$ cat src/rtl/vend_change_dispenser.sv
// vend_change_dispenser: pays out a requested amount (in Rs5 units) through a
// two-chute hopper, one coin at a time, with a hold-until-ack handshake.
// Prefers Rs10 coins and falls back to Rs5 when the Rs10 tube is empty.
// A coin that is not acked within ACK_TIMEOUT cycles parks the block in FAULT.
// Optional: define VEND_CHANGE_TALLY_EN to add saturating per-denomination
// tallies of acked coins (tally_10 / tally_5).
module vend_change_dispenser #(
    parameter int UNITS_W     = 6,
    parameter int GAP_CYC     = 2,
    parameter int ACK_TIMEOUT = 15
) (
    input  logic               clk,
    input  logic               rst,
    input  logic               req,
    input  logic [UNITS_W-1:0] units,
    input  logic               empty_10,
    input  logic               hopper_ack,
    input  logic               fault_clr,
    output logic               eject_10,
    output logic               eject_5,
    output logic               busy,
    output logic               done,
    output logic               error,
    output logic [UNITS_W-1:0] remaining
`ifdef VEND_CHANGE_TALLY_EN
    ,
    output logic [15:0]        tally_10,
    output logic [15:0]        tally_5
`endif
);

    localparam int CNT_MAX = (ACK_TIMEOUT > GAP_CYC) ? ACK_TIMEOUT : GAP_CYC;
    localparam int CNT_W   = $clog2(CNT_MAX + 1);

    typedef enum logic [2:0] {
        S_IDLE, S_SELECT, S_WAIT_ACK, S_GAP, S_DONE, S_FAULT
    } state_t;

    state_t           state, state_nxt;
    logic [CNT_W-1:0] cnt;       // shared: ack timeout in WAIT_ACK, settle count in GAP
    logic             coin_10;   // denomination of the coin in flight
    logic             sel_10;
    logic             timeout;
    logic             gap_end;

    // State register; reset aborts any payout immediately
    always_ff @(posedge clk or posedge rst) begin
        if (rst) state <= S_IDLE;
        else     state <= state_nxt;
    end

    // Next-state and Moore outputs; ejects are driven only from WAIT_ACK so they never overlap
    always_comb begin
        state_nxt = state;
        sel_10    = 1'b0;
        timeout   = (cnt == CNT_W'(ACK_TIMEOUT - 1));
        gap_end   = (cnt == CNT_W'(GAP_CYC - 1));
        eject_10  = (state == S_WAIT_ACK) &&  coin_10;
        eject_5   = (state == S_WAIT_ACK) && !coin_10;
        busy      = (state != S_IDLE);
        done      = (state == S_DONE);
        error     = (state == S_FAULT);
        case (state)
            S_IDLE:     if (req) state_nxt = (units == '0) ? S_DONE : S_SELECT;
            S_SELECT: begin
                if (remaining >= UNITS_W'(2) && !empty_10) begin
                    sel_10    = 1'b1;
                    state_nxt = S_WAIT_ACK;
                end else if (remaining != '0) begin
                    state_nxt = S_WAIT_ACK;
                end else begin
                    state_nxt = S_DONE;
                end
            end
            // ack is checked first so an ack on the final timeout cycle still counts
            S_WAIT_ACK: begin
                if (hopper_ack)   state_nxt = S_GAP;
                else if (timeout) state_nxt = S_FAULT;
            end
            S_GAP:      if (gap_end) state_nxt = S_SELECT;
            S_DONE:     state_nxt = S_IDLE;
            S_FAULT:    if (fault_clr) state_nxt = S_IDLE;
            default:    state_nxt = S_IDLE;
        endcase
    end

    // Datapath: amount latch, coin choice (frozen for the whole WAIT_ACK), counters
    always_ff @(posedge clk or posedge rst) begin
        if (rst) begin
            remaining <= '0;
            cnt       <= '0;
            coin_10   <= 1'b0;
        end else begin
            case (state)
                S_IDLE:   if (req) remaining <= units;
                S_SELECT: begin
                    coin_10 <= sel_10;
                    cnt     <= '0;
                end
                S_WAIT_ACK: begin
                    if (hopper_ack) begin
                        remaining <= remaining - (coin_10 ? UNITS_W'(2) : UNITS_W'(1));
                        cnt       <= '0;
                    end else begin
                        cnt <= cnt + 1'b1;
                    end
                end
                S_GAP:    cnt <= cnt + 1'b1;
                S_FAULT:  if (fault_clr) remaining <= '0;
                default:  ;
            endcase
        end
    end

`ifdef VEND_CHANGE_TALLY_EN
    // Saturating counts of acked coins per denomination; cleared only by reset
    always_ff @(posedge clk or posedge rst) begin
        if (rst) begin
            tally_10 <= '0;
            tally_5  <= '0;
        end else if (state == S_WAIT_ACK && hopper_ack) begin
            if (coin_10  && tally_10 != 16'hFFFF) tally_10 <= tally_10 + 16'd1;
            if (!coin_10 && tally_5  != 16'hFFFF) tally_5  <= tally_5 + 16'd1;
        end
    end
`else
    // No tally counters in this build.
`endif

endmodule

$ cat config.mk
export PLATFORM = sky130hd
export DESIGN_NAME = vend_change_dispenser
export DESIGN_NICKNAME = d
export VERILOG_FILES = /design/src/rtl/vend_change_dispenser.sv
export SDC_FILE = /design/constraint.sdc
export NUM_CORES = 1
export LEC_CHECK = 0
export CAP_MARGIN = 25
export CORE_ASPECT_RATIO = 0.5
export CORE_MARGIN = 5
export CORE_UTILIZATION = 40
export CTS_CLUSTER_SIZE = 24
export DETAILED_ROUTE_END_ITERATION = 10
export PLACE_DENSITY = 0.68
export RECOVER_POWER = 100
export SYNTH_ARGS = -nofsm -noshare
export SYNTH_HDL_FRONTEND = slang
export SYNTH_SLANG_ARGS = --single-unit
$ cat constraint.sdc
create_clock -name clk -period 2.5 [get_ports clk]
set_input_delay 0.25 -clock clk [delete_from_list [all_inputs] [get_ports clk]]
set_output_delay 0.25 -clock clk [all_outputs]
set_load 0.02 [all_outputs]
==> impl_metrics.tcl, run 1 <==
set metrics [dict create \
    status "complete, no violations" \
    cts_setup_buffers 0 \
    setup_violations 0 \
    drc 0 \
    die_y_microns 46.5 \
    cap_violations 0 \
    grt_max_degree 19 \
    numCtsBuffers 3 \
    area_growth_pct 24.5 \
    drive_above_1_share_pct 9.72 \
    crit_path_end_kind "primary output" \
    syn_inst 122 \
    seqPwrFrac_pct 27.8 \
    ff_latch_area_sq_um 350 \
    finalCriticalPeriod_ps 2290 \
    crit_fanout 15 \
    synth_seq_cells 14 \
    overflow 0 \
    leakage_nw 0.561 \
    die_w_microns 83.1 \
    vias 959 \
    cts_hold_repair.buffers 0 \
    hold_class "in -> async" \
    root_buffer "clkbuf_8" \
    required_ps 2250 \
    crit_path_cell_trace "or3b_4, nor2_1, clkdlybuf4s50_1" \
    final_hold_viol_count 0 \
    grt_pass1_wl_mm 4.14 \
    clockBufferDepth 2 \
    initial_core_util_pct 41.6 \
    slew_viol_final 0 \
    tritoncts "built" \
    drt-initial-drc-count 60 \
    cts_resized 0 \
    dp_hpwl_mm 1.91 \
    synth_area_sq_um 1070 \
    p_per_area_nw_per_um2 1200 \
    path_clk_slew_ps 60 \
    dr.pass1.iters 4 \
    slowest_delay_ps 610 \
    yosysWarnings 0 \
    ys_top_cells_by_count "14 x dfrtp_1, 12 x nor2_1, 9 x inv_1, 8 x nand2_1, 7 x a21oi_1" \
    ant_nets 0 \
    clockPowerShare_pct 11.6 \
    start_kind "register" \
    worstPathArrival_ps 2040 \
    rsz0062_at_grt "false" \
    clk_latency_ps 240 \
    multi_input_area_sq_um 619 \
    die_area_sq_um 3870 \
    synth_top_area_share_pct 32.8 \
    critical-path-slowest-cell "clkdlybuf4s50_1" \
    fin_nets 164 \
    fmaxAchievable_mhz 436 \
    port_buffers 22 \
    internal-power_mw 0.844 \
    switching_share_pct 47.0 \
    final.fill_count 265 \
    synth_area_leaders "dfrtp_1 33%, ha_1 5.9%, nor2_1 4.2%" \
    switchingPower_mw 0.747 \
    antenna_found_initial 0 \
    relSlewSlack_pct 61.2 \
    synth_area_per_cell_sq_um 8.76 \
    async_flop_share_pct 100 \
    layout_setup_ws_ps 207 \
    postPlaceCellArea_sq_um 1310 \
    critPathKind "reg -> out" \
    track_usage_pct 13.9 \
    wirelength_mm 2.47 \
    synth_nets 140 \
    ys.flop_type "dfrtp_1" \
    tightest_slew_ps 582 \
    antenna_cells 0 \
    route.detailed.wl_per_inst_microns 13.7 \
    io_pins 23 \
    min_period_over_period_pct 91.7 \
    row_count 13 \
    skew_ps 1.32 \
    grt_pass1_vias 907 \
    p_total_mw 1.59 \
    stdcell_area_sq_um 1330 \
    synth-edff-count 0 \
    clkSinkCount 14 \
    ys_types 46 \
    viasPerCell 5.30 \
    tns_ps 0 \
    utilization_pct 51.8 \
    crit_family "simple AND/OR/NAND/NOR gates" \
    cp.buffers_inverters 1 \
    place_congestion 0.835 \
    yosys.area.top_type "dfrtp_1" \
    peakVddDrop_mv 0.406 \
    htreeDepth 1 \
    synth_most_common_cell "dfrtp_1" \
    power_frac_comb_pct 60.7 \
    synth-seq-area-share_pct 32.8 \
    dp_slack_ps 454 \
    core_area_sq_um 2570 \
]
per-stage QoR:
stage | std cells | hold slack (ps)
final | 181 | 497
after global routing | 181 | 564
after floorplan | 122 | 139
after detailed placement | 178 | 522
after global placement | 178 | 516
after CTS | 181 | 386
state kept, by name, indices dropped and copies added (netlist names):
name	flops
coin_10	1
remaining	6
cnt	4
state	3
final cells by class:
type                    count  share of cell area [%]
repair buffers             25                    18.0
flip-flops and latches     14                    26.3
multi-input cells          93                    46.6
well taps                  37                    3.48
clock buffers               3                    3.10
inverters                   9                    2.54
layer usage:
| metal | vias up | GRT usage (%) | routed length, microns |
|---|---|---|---|
| met3 | 5 | 5.18 | 94 |
| met1 | 447 | 17.1 | 1270 |
| met4 | 0 | 3.91 | 22 |
| li1 | 492 | - | - |
| met2 | 15 | 23.4 | 1080 |
| met5 | - | 0 | 0 |
power groups by stage:
| stage | registers, mW | clock network (mW) | logic (mW) |
|---|---|---|---|
| after detailed placement | 0.448 | 0 | 1.01 |
| after floorplan | 0.474 | 0 | 0.713 |
| after global routing | 0.462 | 0.203 | 1.07 |
| final | 0.442 | 0.184 | 0.965 |
| after CTS | 0.445 | 0.193 | 1.01 |
| after global placement | 0.447 | 0 | 0.997 |
layout by cell type (no fill, tap or decap), types with 7 or more instances in the layout:
cell type and instances:
dfrtp_1 14, nor2_1 12, clkdlybuf4s50_1 12, dlygate4sd3_1 10
inv_1 9, nand2_1 8, a21oi_1 7, o21ai_0 7
worst register-to-register path, stage by stage (launching register included):
cell and delay, ps:
dfrtp_1 390, inv_1 140, ha_1 190, inv_1 50
fa_1 420, or3_1 320, a21oi_1 150, o22ai_1 100
worst paths after layout:
kind	cells after the start	slack, ps	end	startpoint
setup / recovery	3	210	eject_10	state[1]
hold / removal	2	500	cnt[1]	rst
setup reg to reg	7	600	remaining[4]	coin_10
hold reg to reg	2	540	coin_10	coin_10
max in group asynchronous	2	1630	remaining[3]	rst
min in group clk	2	540	coin_10	coin_10
cell families (layout without fill, tap and decap cells):
family / count (synthesis) / count (layout) / synth area share (%)
AO/OA/AOI/OAI: 37 / 37 / 23.5
adder cells (fa/ha/maj): 6 / 6 / 7.73
buffers and inverters: 15 / 37 / 8.08
flip-flops: 14 / 14 / 32.8
AND/OR/NAND/NOR: 50 / 50 / 27.9
(Power assumes the default switching activity.)
==> run 2: changes to the inputs <==
Settings changed: CORE_ASPECT_RATIO 0.5 to 1.5.
==> run 2 against run 1 <==
  * Critical path depth unchanged
  * Sequential share of layout area fell by 0.29 points
  * Flip-flop and latch count unchanged
  * Final cell count rose by 1.1%
  * Design area rose by 1.1%
  * Setup slack better by 170 ps
  * Die area decreased by 1.1%
  * First-iteration DRC count is 22% lower
  * Total power grew 2.9%
  * Clock skew rose by 1.5 ps
  * Maximum frequency is 7.9% higher
  * Register-to-register slack barely moved
==> impl_metrics.tcl, run 2 (synthesis results as in run 1) <==
set metrics [dict create \
    status "complete, no violations" \
    dp_hpwl_mm 2.04 \
    core_area_sq_um 2620 \
    worstPathArrival_ps 1880 \
    dr.pass1.iters 4 \
    crit_path_cell_trace "or3b_4, nor2_1, dlygate4sd3_1" \
    layout_commonest_cell "dfrtp_1" \
    mostFrequentLayoutCells "14 x dfrtp_1, 12 x nor2_1, 12 x dlygate4sd3_1, 10 x clkdlybuf4s50_1, 9 x inv_1" \
    grt_pass1_wl_mm 4.58 \
    io_pins 23 \
    reg2reg_from "coin_10" \
    top_regs "remaining x6, cnt x4, state x3" \
    cap_violations 0 \
    stdcell_area_sq_um 1350 \
    grt_pass1_vias 987 \
    port_buffers 22 \
    initial_core_util_pct 40.8 \
    relSlewSlack_pct 63.8 \
    cts_resized 0 \
    fmaxAchievable_mhz 470 \
    min_period_over_period_pct 85.0 \
    start_kind "register" \
    crit_fanout 14 \
    regMostFlops "remaining" \
    slew_viol_final 0 \
    clkSinkCount 14 \
    drive_above_1_share_pct 10.3 \
    die_y_microns 73.3 \
    crit_family "buffers and inverters" \
    antenna_cells 0 \
    antenna_found_initial 0 \
    fin_nets 165 \
    slowest_delay_ps 680 \
    final_cells 183 \
    htreeDepth 1 \
    clk_latency_ps 240 \
    placed_cells 179 \
    critPathKind "reg -> out" \
    ff2ff_setup_slack_ps 600 \
    peakVddDrop_mv 0.514 \
    setup_violations 0 \
    area_growth_pct 25.9 \
    crit_path_end_kind "primary output" \
    p_total_mw 1.64 \
    place_congestion 0.803 \
    clockBufferDepth 2 \
    route.detailed.wl_per_inst_microns 14.1 \
    cts_setup_buffers 0 \
    overflow 0 \
    die_area_sq_um 3830 \
    track_usage_pct 15.6 \
    finalCriticalPeriod_ps 2130 \
    postPlaceCellArea_sq_um 1310 \
    skew_ps 2.79 \
    cts_hold_repair.buffers 0 \
    critPathLaunch "state[2]" \
    tns_ps 0 \
    die_w_microns 52.2 \
    leakage_nw 0.578 \
    critical-path-slowest-cell "dlygate4sd3_1" \
    path_clk_slew_ps 60 \
    rsz0062_at_grt "false" \
    drt-initial-drc-count 47 \
    numCtsBuffers 3 \
    drc 0 \
    vias 986 \
    wirelength_mm 2.58 \
    row_count 23 \
    final_hold_viol_count 0 \
    tritoncts "built" \
    r2r_cells 7 \
    p_per_area_nw_per_um2 1220 \
    tightest_slew_ps 542 \
    root_buffer "clkbuf_8" \
    hold_class "in -> async" \
    largest_reg_flops 6 \
    required_ps 2250 \
    ant_nets 0 \
    viasPerCell 5.39 \
    grt_max_degree 19 \
    worstReg2RegEnd "remaining[4]" \
    cp.buffers_inverters 1 \
]
## run 2: cell types whose count changed in the layout (fill, tap and decap cells not counted)
cell             delta
a311oi_1            +1
a311oi_2            -1
buf_4               +1
clkbuf_8            +1
clkdlybuf4s50_1     -2
dlygate4sd3_1       +2
o21ai_0             -1
o21ai_1             +1
## run 2: worst register-to-register path, delay by kind of cell, from the launching register on
family	cells	cell delay, ps
AOI/OAI and AO/OA	2	250
adders and majority gates	2	600
buffers and inverters	2	210
DFF	1	390
and+or+nand+nor	1	320
## run 2: where the power goes
group	switching, mW	internal, mW
clock network	0.0736	0.139
registers	0.101	0.322
logic	0.581	0.421
## run 2: final cells by class
class	count	area (sq um)
inverter	9	33.8
multi-input combinational	93	613
timing repair buffer	26	246
sequential	14	350
clock buffer	4	55.1
tap	37	46.3
fill	259	1270
## run 2: worst max-delay path by stage
stage | end | slack (ps) | cells past startpoint
final | eject_5 | 370 | 3
after global routing | error | 290 | 4
after CTS | error | 420 | 4
after detailed placement | remaining[4] | 630 | 7
after global placement | eject_5 | 680 | 3
after floorplan | remaining[4] | 710 | 7
## run 2: per-layer routing
layer,global-route usage (%),up-vias,wire length (microns)
met5,0,-,0
met4,4.26,0,16
met3,2.84,2,141
met2,27.8,26,1340
met1,18.7,462,1080
li1,-,496,-
## run 2: through the flow
step	setup slack (ps)	util (%)	hold WS (ps)
floorplan	707	-	139
global placement	676	50.1	517
detailed placement	634	50.1	507
CTS	417	52.2	368
global route	288	51.4	531
finish	374	51.4	487
==> run 3: changes to the inputs <==
Settings changed: SLEW_MARGIN set to 20.
==> results of run 3 <==
The final DEF is identical to that of run 2; final timing and power are the same.
